==> config.mk <==
export PLATFORM = sky130hd
export DESIGN_NAME = seg_scan_driver_flat
export DESIGN_NICKNAME = d
export VERILOG_FILES = /design/src/rtl/seg_scan_driver_if.sv /design/src/rtl/seg_scan_driver.sv /design/src/flat_wrapper.sv
export SDC_FILE = /design/constraint.sdc
export NUM_CORES = 1
export LEC_CHECK = 0
export CORE_ASPECT_RATIO = 0.8
export CORE_MARGIN = 2
export CORE_UTILIZATION = 30
export DETAILED_ROUTE_END_ITERATION = 10
export PLACE_DENSITY = 0.5
export SLEW_MARGIN = 20
export SYNTH_ARGS = -nofsm -noshare
export SYNTH_HDL_FRONTEND = slang
export SYNTH_SLANG_ARGS = --single-unit
export TNS_END_PERCENT = 50
==> constraint.sdc <==
create_clock -name clk -period 4.2 [get_ports clk]
set_input_delay 0.84 -clock clk [delete_from_list [all_inputs] [get_ports clk]]
set_output_delay 0.84 -clock clk [all_outputs]
set_load 0.02 [all_outputs]
==> src/rtl/seg_scan_driver_if.sv <==
// Bus between the up/down counter stage and the seven-segment scan driver.
// The counter side (master) supplies the count and direction glyph; the
// driver side (slave) returns the multiplexed display drive and wrap LEDs.
interface seg_scan_driver_if;
  logic [3:0] count;
  logic [6:0] dir_seg;
  logic       dir_valid;
  logic [6:0] seg;
  logic [1:0] an;
  logic       dp;
  logic [1:0] wrap_led;

  modport master (
    output count, dir_seg, dir_valid,
    input  seg, an, dp, wrap_led
  );

  modport slave (
    input  count, dir_seg, dir_valid,
    output seg, an, dp, wrap_led
  );
endinterface

==> src/rtl/seg_scan_driver.sv <==
// Two-digit seven-segment scan driver. Digit 0 shows the counter value as a
// hex character, digit 1 shows the direction glyph. Counter wrap-around
// (F->0 or 0->F) lights the decimal point and a wrap LED for a number of
// full display frames.
module seg_scan_driver #(
  parameter int SCAN_DIV       = 50000,
  parameter int WRAP_HOLD      = 4,
  parameter int SEG_ACTIVE_LOW = 0
) (
  input logic               clk,
  input logic               rst,
  seg_scan_driver_if.slave  bus
);

  localparam int SW = (SCAN_DIV > 1) ? $clog2(SCAN_DIV) : 1;
  localparam int HW = $clog2(WRAP_HOLD + 1);

  localparam logic [SW-1:0] SCAN_LAST = SW'(SCAN_DIV - 1);
  localparam logic [SW-1:0] SCAN_ONE  = SW'(1);
  localparam logic [HW-1:0] HOLD_LOAD = HW'(WRAP_HOLD);
  localparam logic [HW-1:0] HOLD_ONE  = HW'(1);
  localparam logic          POL       = (SEG_ACTIVE_LOW != 0);

  typedef enum logic {
    SLOT_COUNT = 1'b0,
    SLOT_GLYPH = 1'b1
  } slot_t;

  logic [SW-1:0] scan_cnt;
  slot_t         slot;
  logic [3:0]    prev_cnt;
  logic [HW-1:0] hold_cnt;
  logic [1:0]    wrap_dir;

  logic [6:0]    seg_r;
  logic [1:0]    an_r;
  logic          dp_r;
  logic [1:0]    wrap_led_r;

  logic [6:0]    hex_seg;
  logic          slot_end;
  logic          frame_end;
  logic          up_wrap;
  logic          down_wrap;
  logic          hold_active;

  // Hex character pattern for the count digit (bit 0 = segment a).
  always_comb begin
    hex_seg = 7'h00;
    case (bus.count)
      4'h0: hex_seg = 7'h3F;
      4'h1: hex_seg = 7'h06;
      4'h2: hex_seg = 7'h5B;
      4'h3: hex_seg = 7'h4F;
      4'h4: hex_seg = 7'h66;
      4'h5: hex_seg = 7'h6D;
      4'h6: hex_seg = 7'h7D;
      4'h7: hex_seg = 7'h07;
      4'h8: hex_seg = 7'h7F;
      4'h9: hex_seg = 7'h6F;
      4'hA: hex_seg = 7'h77;
      4'hB: hex_seg = 7'h7C;
      4'hC: hex_seg = 7'h39;
      4'hD: hex_seg = 7'h5E;
      4'hE: hex_seg = 7'h79;
      4'hF: hex_seg = 7'h71;
      default: hex_seg = 7'h00;
    endcase
  end

  // Slot/frame boundaries and wrap detection from the registered previous count.
  always_comb begin
    slot_end    = (scan_cnt == SCAN_LAST);
    frame_end   = slot_end && (slot == SLOT_GLYPH);
    up_wrap     = (prev_cnt == 4'hF) && (bus.count == 4'h0);
    down_wrap   = (prev_cnt == 4'h0) && (bus.count == 4'hF);
    hold_active = (hold_cnt != '0);
  end

  // Slot timer: each digit owns the display for SCAN_DIV cycles.
  always_ff @(posedge clk or posedge rst) begin
    if (rst) begin
      scan_cnt <= '0;
      slot     <= SLOT_COUNT;
    end else if (slot_end) begin
      scan_cnt <= '0;
      slot     <= (slot == SLOT_COUNT) ? SLOT_GLYPH : SLOT_COUNT;
    end else begin
      scan_cnt <= scan_cnt + SCAN_ONE;
    end
  end

  // Previous count, compared against the live count to spot a wrap.
  always_ff @(posedge clk or posedge rst) begin
    if (rst) prev_cnt <= 4'h0;
    else     prev_cnt <= bus.count;
  end

  // Wrap hold: a new wrap (re)loads the frame count and wins over a frame-end decrement.
  always_ff @(posedge clk or posedge rst) begin
    if (rst) begin
      hold_cnt <= '0;
      wrap_dir <= 2'b00;
    end else if (up_wrap || down_wrap) begin
      hold_cnt <= HOLD_LOAD;
      wrap_dir <= up_wrap ? 2'b01 : 2'b10;
    end else if (frame_end && hold_active) begin
      hold_cnt <= hold_cnt - HOLD_ONE;
      if (hold_cnt == HOLD_ONE) wrap_dir <= 2'b00;
    end
  end

  // Display registers, loaded every cycle from the current slot and inputs.
  always_ff @(posedge clk or posedge rst) begin
    if (rst) begin
      seg_r      <= 7'h00;
      an_r       <= 2'b00;
      dp_r       <= 1'b0;
      wrap_led_r <= 2'b00;
    end else begin
      wrap_led_r <= hold_active ? wrap_dir : 2'b00;
      if (slot == SLOT_COUNT) begin
        an_r  <= 2'b01;
        seg_r <= hex_seg;
        dp_r  <= hold_active;
      end else if (bus.dir_valid) begin
        an_r  <= 2'b10;
        seg_r <= bus.dir_seg;
        dp_r  <= 1'b0;
      end else begin
        an_r  <= 2'b00;
        seg_r <= 7'h00;
        dp_r  <= 1'b0;
      end
    end
  end

  assign bus.seg      = seg_r ^ {7{POL}};
  assign bus.an       = an_r ^ {2{POL}};
  assign bus.dp       = dp_r ^ POL;
  assign bus.wrap_led = wrap_led_r;

endmodule

==> src/flat_wrapper.sv <==
// flat-port wrapper written by rule: the top's interface ports become plain ports
module seg_scan_driver_flat 
#(
  parameter int SCAN_DIV       = 50000,
  parameter int WRAP_HOLD      = 4,
  parameter int SEG_ACTIVE_LOW = 0
)
  (clk, rst, bus_count, bus_dir_seg, bus_dir_valid, bus_seg, bus_an, bus_dp, bus_wrap_led);
  seg_scan_driver_if bus_i ();
  input logic clk;
  input logic rst;
  input wire logic [$bits(bus_i.count)-1:0] bus_count;
  input wire logic [$bits(bus_i.dir_seg)-1:0] bus_dir_seg;
  input wire logic [$bits(bus_i.dir_valid)-1:0] bus_dir_valid;
  output wire logic [$bits(bus_i.seg)-1:0] bus_seg;
  output wire logic [$bits(bus_i.an)-1:0] bus_an;
  output wire logic [$bits(bus_i.dp)-1:0] bus_dp;
  output wire logic [$bits(bus_i.wrap_led)-1:0] bus_wrap_led;
  assign bus_i.count = bus_count;
  assign bus_i.dir_seg = bus_dir_seg;
  assign bus_i.dir_valid = bus_dir_valid;
  assign bus_seg = bus_i.seg;
  assign bus_an = bus_i.an;
  assign bus_dp = bus_i.dp;
  assign bus_wrap_led = bus_i.wrap_led;
  seg_scan_driver #(.SCAN_DIV(SCAN_DIV), .WRAP_HOLD(WRAP_HOLD), .SEG_ACTIVE_LOW(SEG_ACTIVE_LOW)) u_core (.clk(clk), .rst(rst), .bus(bus_i));
endmodule
# Word level (Yosys, flattened, before mapping)
# Memory sizes are Yosys's and may differ from the RTL's.
# Index checks and enable logic that the tools add are counted.
dict set report word_totals {
  ff_bits 38
  elab_cells 41
  input_bits 14
  mem_bits_ro 112
  mem_bits_rw 0
  out_inout_bits 12
  mem_count 1
  latch_bits 0
}
dict set report op_classes {
  eq_ne 4
  muxes 14
  n_lt_le_gt_ge 0
  div_mod_pow 0
  mul 0
  reduce_logical 11
  bitwise 0
  addsub 2
  shifts 0
}
# name depth width read_ports rd_clocked_by_memory_dff write_ports line_no
set memory_table {}
lappend memory_table {{(no name shown)} 16 7 1 0 0 seg_scan_driver.sv:50} ;# case (bus.count)
# operator count
set op_table {}
lappend op_table {{16-bit by 1-bit adder with 16-bit output (second input constant)} 1}
lappend op_table {{16-bit equality test (second input constant)} 1}
lappend op_table {{16-bit two-way mux} 1}
lappend op_table {{2-bit two-way mux} 7}
lappend op_table {{7-bit two-way mux} 2}
lappend op_table {{4-bit equality test (second input constant)} 2}
lappend op_table {{4-bit zero test} 2}
lappend op_table {{3-bit two-way mux} 2}
lappend op_table {{1-bit logical AND} 4}
lappend op_table {{2-bit nonzero test} 2}
lappend op_table {{3-bit by 1-bit equality test with 1-bit output (second input constant)} 1}
lappend op_table {{3-bit nonzero test} 1}
lappend op_table {{3-bit by 1-bit subtractor with 3-bit output (second input constant)} 1}
lappend op_table {{1-bit two-way mux} 2}
lappend op_table {{2-bit AND reduction} 1}
lappend op_table {{1-bit logical OR} 1}

# Depth between registers and ports, before layout
dict set report logic_depth {
  depth_word 5
  depth_mapped 6
}

# Least setup slack after synthesis
# Ideal clock, no wire load.
dict set report synth_path {
  path_kind {input to register}
  from {input port bus_count[0]}
  to {register u_core.hold_cnt[2]}
  setup_time_ns 0.074
  arrival_ns 1.851
  cell_stages 6
  path_slack_ns 2.274
  path_buffers 0
  path_cell_list {inv_1 -> ha_1 -> nor4bb_1 -> nand4_1 -> and2_1 -> o21ai_2}
}
dict set report synth_via {
  elab_chain_len 4
  word_cells_on_any_way 7
  classes_between {1 x eq/ne; 1 x mux; 5 x reduce/logical}
}
# element line_no
set synth_rtl {}
lappend synth_rtl {{start, declared} flat_wrapper.sv:12} ;# input wire logic [$bits(bus_i.count)-1:0] bus_count;
lappend synth_rtl {{4-bit equality test or 4-bit zero test (tied branches)} {seg_scan_driver.sv:76, seg_scan_driver.sv:75}}
lappend synth_rtl {{1-bit logical AND, on equally long branches} {seg_scan_driver.sv:76, seg_scan_driver.sv:75}}
lappend synth_rtl {{1-bit logical OR *} seg_scan_driver.sv:104} ;# end else if (up_wrap || down_wrap) begin
lappend synth_rtl {{3-bit two-way mux or 2-bit nonzero test (tied branches)} n/a}
lappend synth_rtl {{end signal, assigned} seg_scan_driver.sv:108} ;# hold_cnt <= hold_cnt - HOLD_ONE;
lappend synth_rtl {{end, declared} seg_scan_driver.sv:32} ;# logic [HW-1:0] hold_cnt;
# Mark *: on every way between the ends. The rest lies on a longest branch, timed or not.
# A chain may end at the register's enable or synchronous reset.

# Final worst setup path
dict set report layout_path {
  from {input port bus_count[1]}
  to {register u_core.hold_cnt[2]}
}
# Same word-level chain as after synthesis.

==> out/results.ini <==
[power_and_ir_drop]
seqPwrFrac=0.504
intPower_mw=0.592
p_sw_frac=0.221
ir_drop_mv=0.125
clkPwrFrac=0.397
p_comb_frac=0.099
leakagePower_nw=0.987
power.total_mw=0.760
p_per_area_mw_per_mm2=330
p_sw_mw=0.168

[worst_setup_path]
cp_max_fo=6
reg2reg_setup_slack_ps=1990
crit_arrival_ps=2630
r2r_end=u_core.hold_cnt[1]
critPathRequiredTime_ps=4410
r2r_start=u_core.scan_cnt[11]
crit_type=input port to flop
cp-end-kind=flop
critPathLaunchType=input port
r2r_cells=4

[sta]
fin_ws_ps=1780
hold_violations=0
rsz0062_at_grt=no
fin_skew_ps=7.40
fin_tns_setup_ps=0
period_needed_ps=2420
finalCritPeriodShare=0.576
timing.fmax_mhz=413
finalSetupViolCount=0
slew_headroom=0.526
worst_pin_slew_ps=706
slew_viol_final=0
holdWs_ps=484

[finish]
drive_above_1_share=0.0534
num_antenna_cells=0
nNetsFinal=230
area_growth_pct=23.2
final_cell_mix=dfrtp_1, clkdlybuf4s50_1, nand2_1, nor2_1
final_area_mm2=0.00230
layout_commonest_cell=dfrtp_1

[cts]
cts_max_path_buffers=2
cts_root_buffer=clkbuf_8
cts_tree=built
cts.repair.resized=0
postCtsHoldBufs=0
htreeDepth=2
clock_sinks=38
path_clk_slew_ps=70
numCtsBuffers=5
post-cts-setup-buffer-count=0
worstSkewPairLatency_ps=280

[die]
die_h_um=74.6
io_pins=26
start_util=0.313
dieArea_mm2=0.00689
design.core.area_mm2=0.00597
rows=25
die_w_um=92.3

[synthesis]
synth_fa_ha_area_frac=0.0736
yosys.area_share.simple=0.228
ys_async_sr_fraction=1.00
synth_top_area_cell=dfrtp_1
yosys_most_used_dff=dfrtp_1
synth_seq_area_share=0.508
synth_xor_area_frac=0.0656
synthCells=178
synth-compound-area-share=0.0776
synth_top_family_by_area=simple AND/OR/NAND/NOR gates
muxShareOfSynthArea=0.0161
synth_edf_count=0
synth.avg_cell_area_um2=10.5
synth_seq_cells=38
yosysTopAreaCellShare=0.508
ys_warn_count=0
syn_area_mm2=0.00187
yosysUniqueCellTypes=37
yosys-top-cells-area=dfrtp_1, ha_1, xor2_1
syn-num-nets=203

[route]
post-route-drc-count=0
via_per_inst=4.55
ant_nets=0
wl_per_cell_um=12.7
drtIter0Drc=48
dr.pass1.iters=4
totalWireLength_um=3640
vias=1306

[hold_path]
hold_end=u_core.scan_cnt[15]
worstHoldPathCells=1
hp-start=u_core.scan_cnt[15]
hold_class=flop to flop

[grt]
grt_max_degree=39
antenna_found_initial=0
use_met2=0.170
grt_overflow_total=0
gr-usage-met1=0.167
grt_pass1_wl_um=6110
use_met3=0.0370
grtUsageTotal=0.116
grt.busiest_layer=met2
grt_pass1_vias=1266

[placed_design]
post-place-ws_ps=1480
dp_hpwl_um=2570
portBuffers=25
globalplace.congestion=0.749
placed_area_mm2=0.00220

[status]
status=complete, no violations

[job]
max_cap_violations=0

==> flip-flops by register name, indices dropped and copies added, names as in the netlist <==
name,flops
u_core.bus.wrap_led,2
u_core.slot,1
u_core.hold_cnt,3
u_core.prev_cnt,4
u_core.wrap_dir,2
u_core.bus.seg,7
u_core.bus.an,2
u_core.scan_cnt,16
u_core.bus.dp,1
==> power by group through the flow <==
| stage | Sequential (mW) | Clock (mW) | Combinational [mW] |
|---|---|---|---|
| floorplan | 0.400 | 0 | 0.0271 |
| global placement | 0.391 | 0 | 0.0767 |
| detailed placement | 0.390 | 0 | 0.0764 |
| CTS | 0.383 | 0.312 | 0.0767 |
| global route | 0.384 | 0.327 | 0.0827 |
| finish | 0.383 | 0.302 | 0.0751 |
==> cell type report <==
cell class,count,area [um2]
timing repair buffer,26,258
clock buffer,7,76.3
fill,597,3670
tap,81,101
multi-input combinational,127,862
inverter,7,26.3
sequential,38,951
clock inverter,1,30.0
==> stage by stage <==
| step | cells | util |
|---|---|---|
| detailed placement | 279 | 0.368 |
| global route | 287 | 0.386 |
| finish | 287 | 0.386 |
| CTS | 287 | 0.386 |
| floorplan | 178 | - |
| global placement | 279 | 0.368 |
==> worst max path at each step <==
stage | startpoint | end | slack, ps | cells past startpoint
after floorplan | bus_count[0] | u_core.hold_cnt[2] | 2270 | 6
after global routing | bus_count[1] | u_core.hold_cnt[2] | 1660 | 7
final | bus_count[1] | u_core.hold_cnt[2] | 1780 | 7
after global placement | bus_count[1] | u_core.hold_cnt[2] | 1550 | 7
after detailed placement | bus_count[1] | u_core.hold_cnt[1] | 1480 | 7
after CTS | bus_count[1] | u_core.hold_cnt[2] | 1780 | 7
==> Yosys cell counts, types with 2 or more instances <==
| cell | n |
|---|---|
| a31oi_1 | 2 |
| nand4_1 | 6 |
| mux2i_1 | 3 |
| nor2_1 | 13 |
| nor2b_1 | 2 |
| clkbuf_1 | 4 |
| xnor2_1 | 4 |
| nand2_1 | 19 |
| and2_1 | 8 |
| nand2b_1 | 2 |
| nand3_1 | 8 |
| a32o_1 | 2 |
| dfrtp_1 | 38 |
| inv_1 | 7 |
| o21ai_1 | 2 |
| ha_1 | 11 |
| nand3b_1 | 2 |
| o21ai_0 | 11 |
| and3_1 | 4 |
| and4_1 | 2 |
| nor3_1 | 2 |
| xor2_1 | 10 |
| o21bai_1 | 2 |
==> per-layer routing <==
layer	share of wire	routed length, um
met3	0.032	118
met5	0	0
met4	0.010	37
met2	0.42	1520
met1	0.54	1960
==> cells by family (layout without fill, tap and decap cells) <==
| kind of cell | after synthesis | after routing |
|---|---|---|
| buffers and inverters | 13 | 41 |
| and+or+nand+nor | 76 | 76 |
| adders and majority gates | 11 | 11 |
| AOI/OAI and AO/OA | 23 | 23 |
| muxes | 3 | 3 |
| DFF | 38 | 38 |
| xor gates and xnor gates | 14 | 14 |
==> worst max-delay path, cell delays in order <==
cell and delay, ps:
clkdlybuf4s50_1 510, inv_1 170, ha_1 230, nor4bb_1 280, nand4_1 280, and2_1 270, o21ai_2 50
No activity file was read; power rests on OpenSTA's default activity.
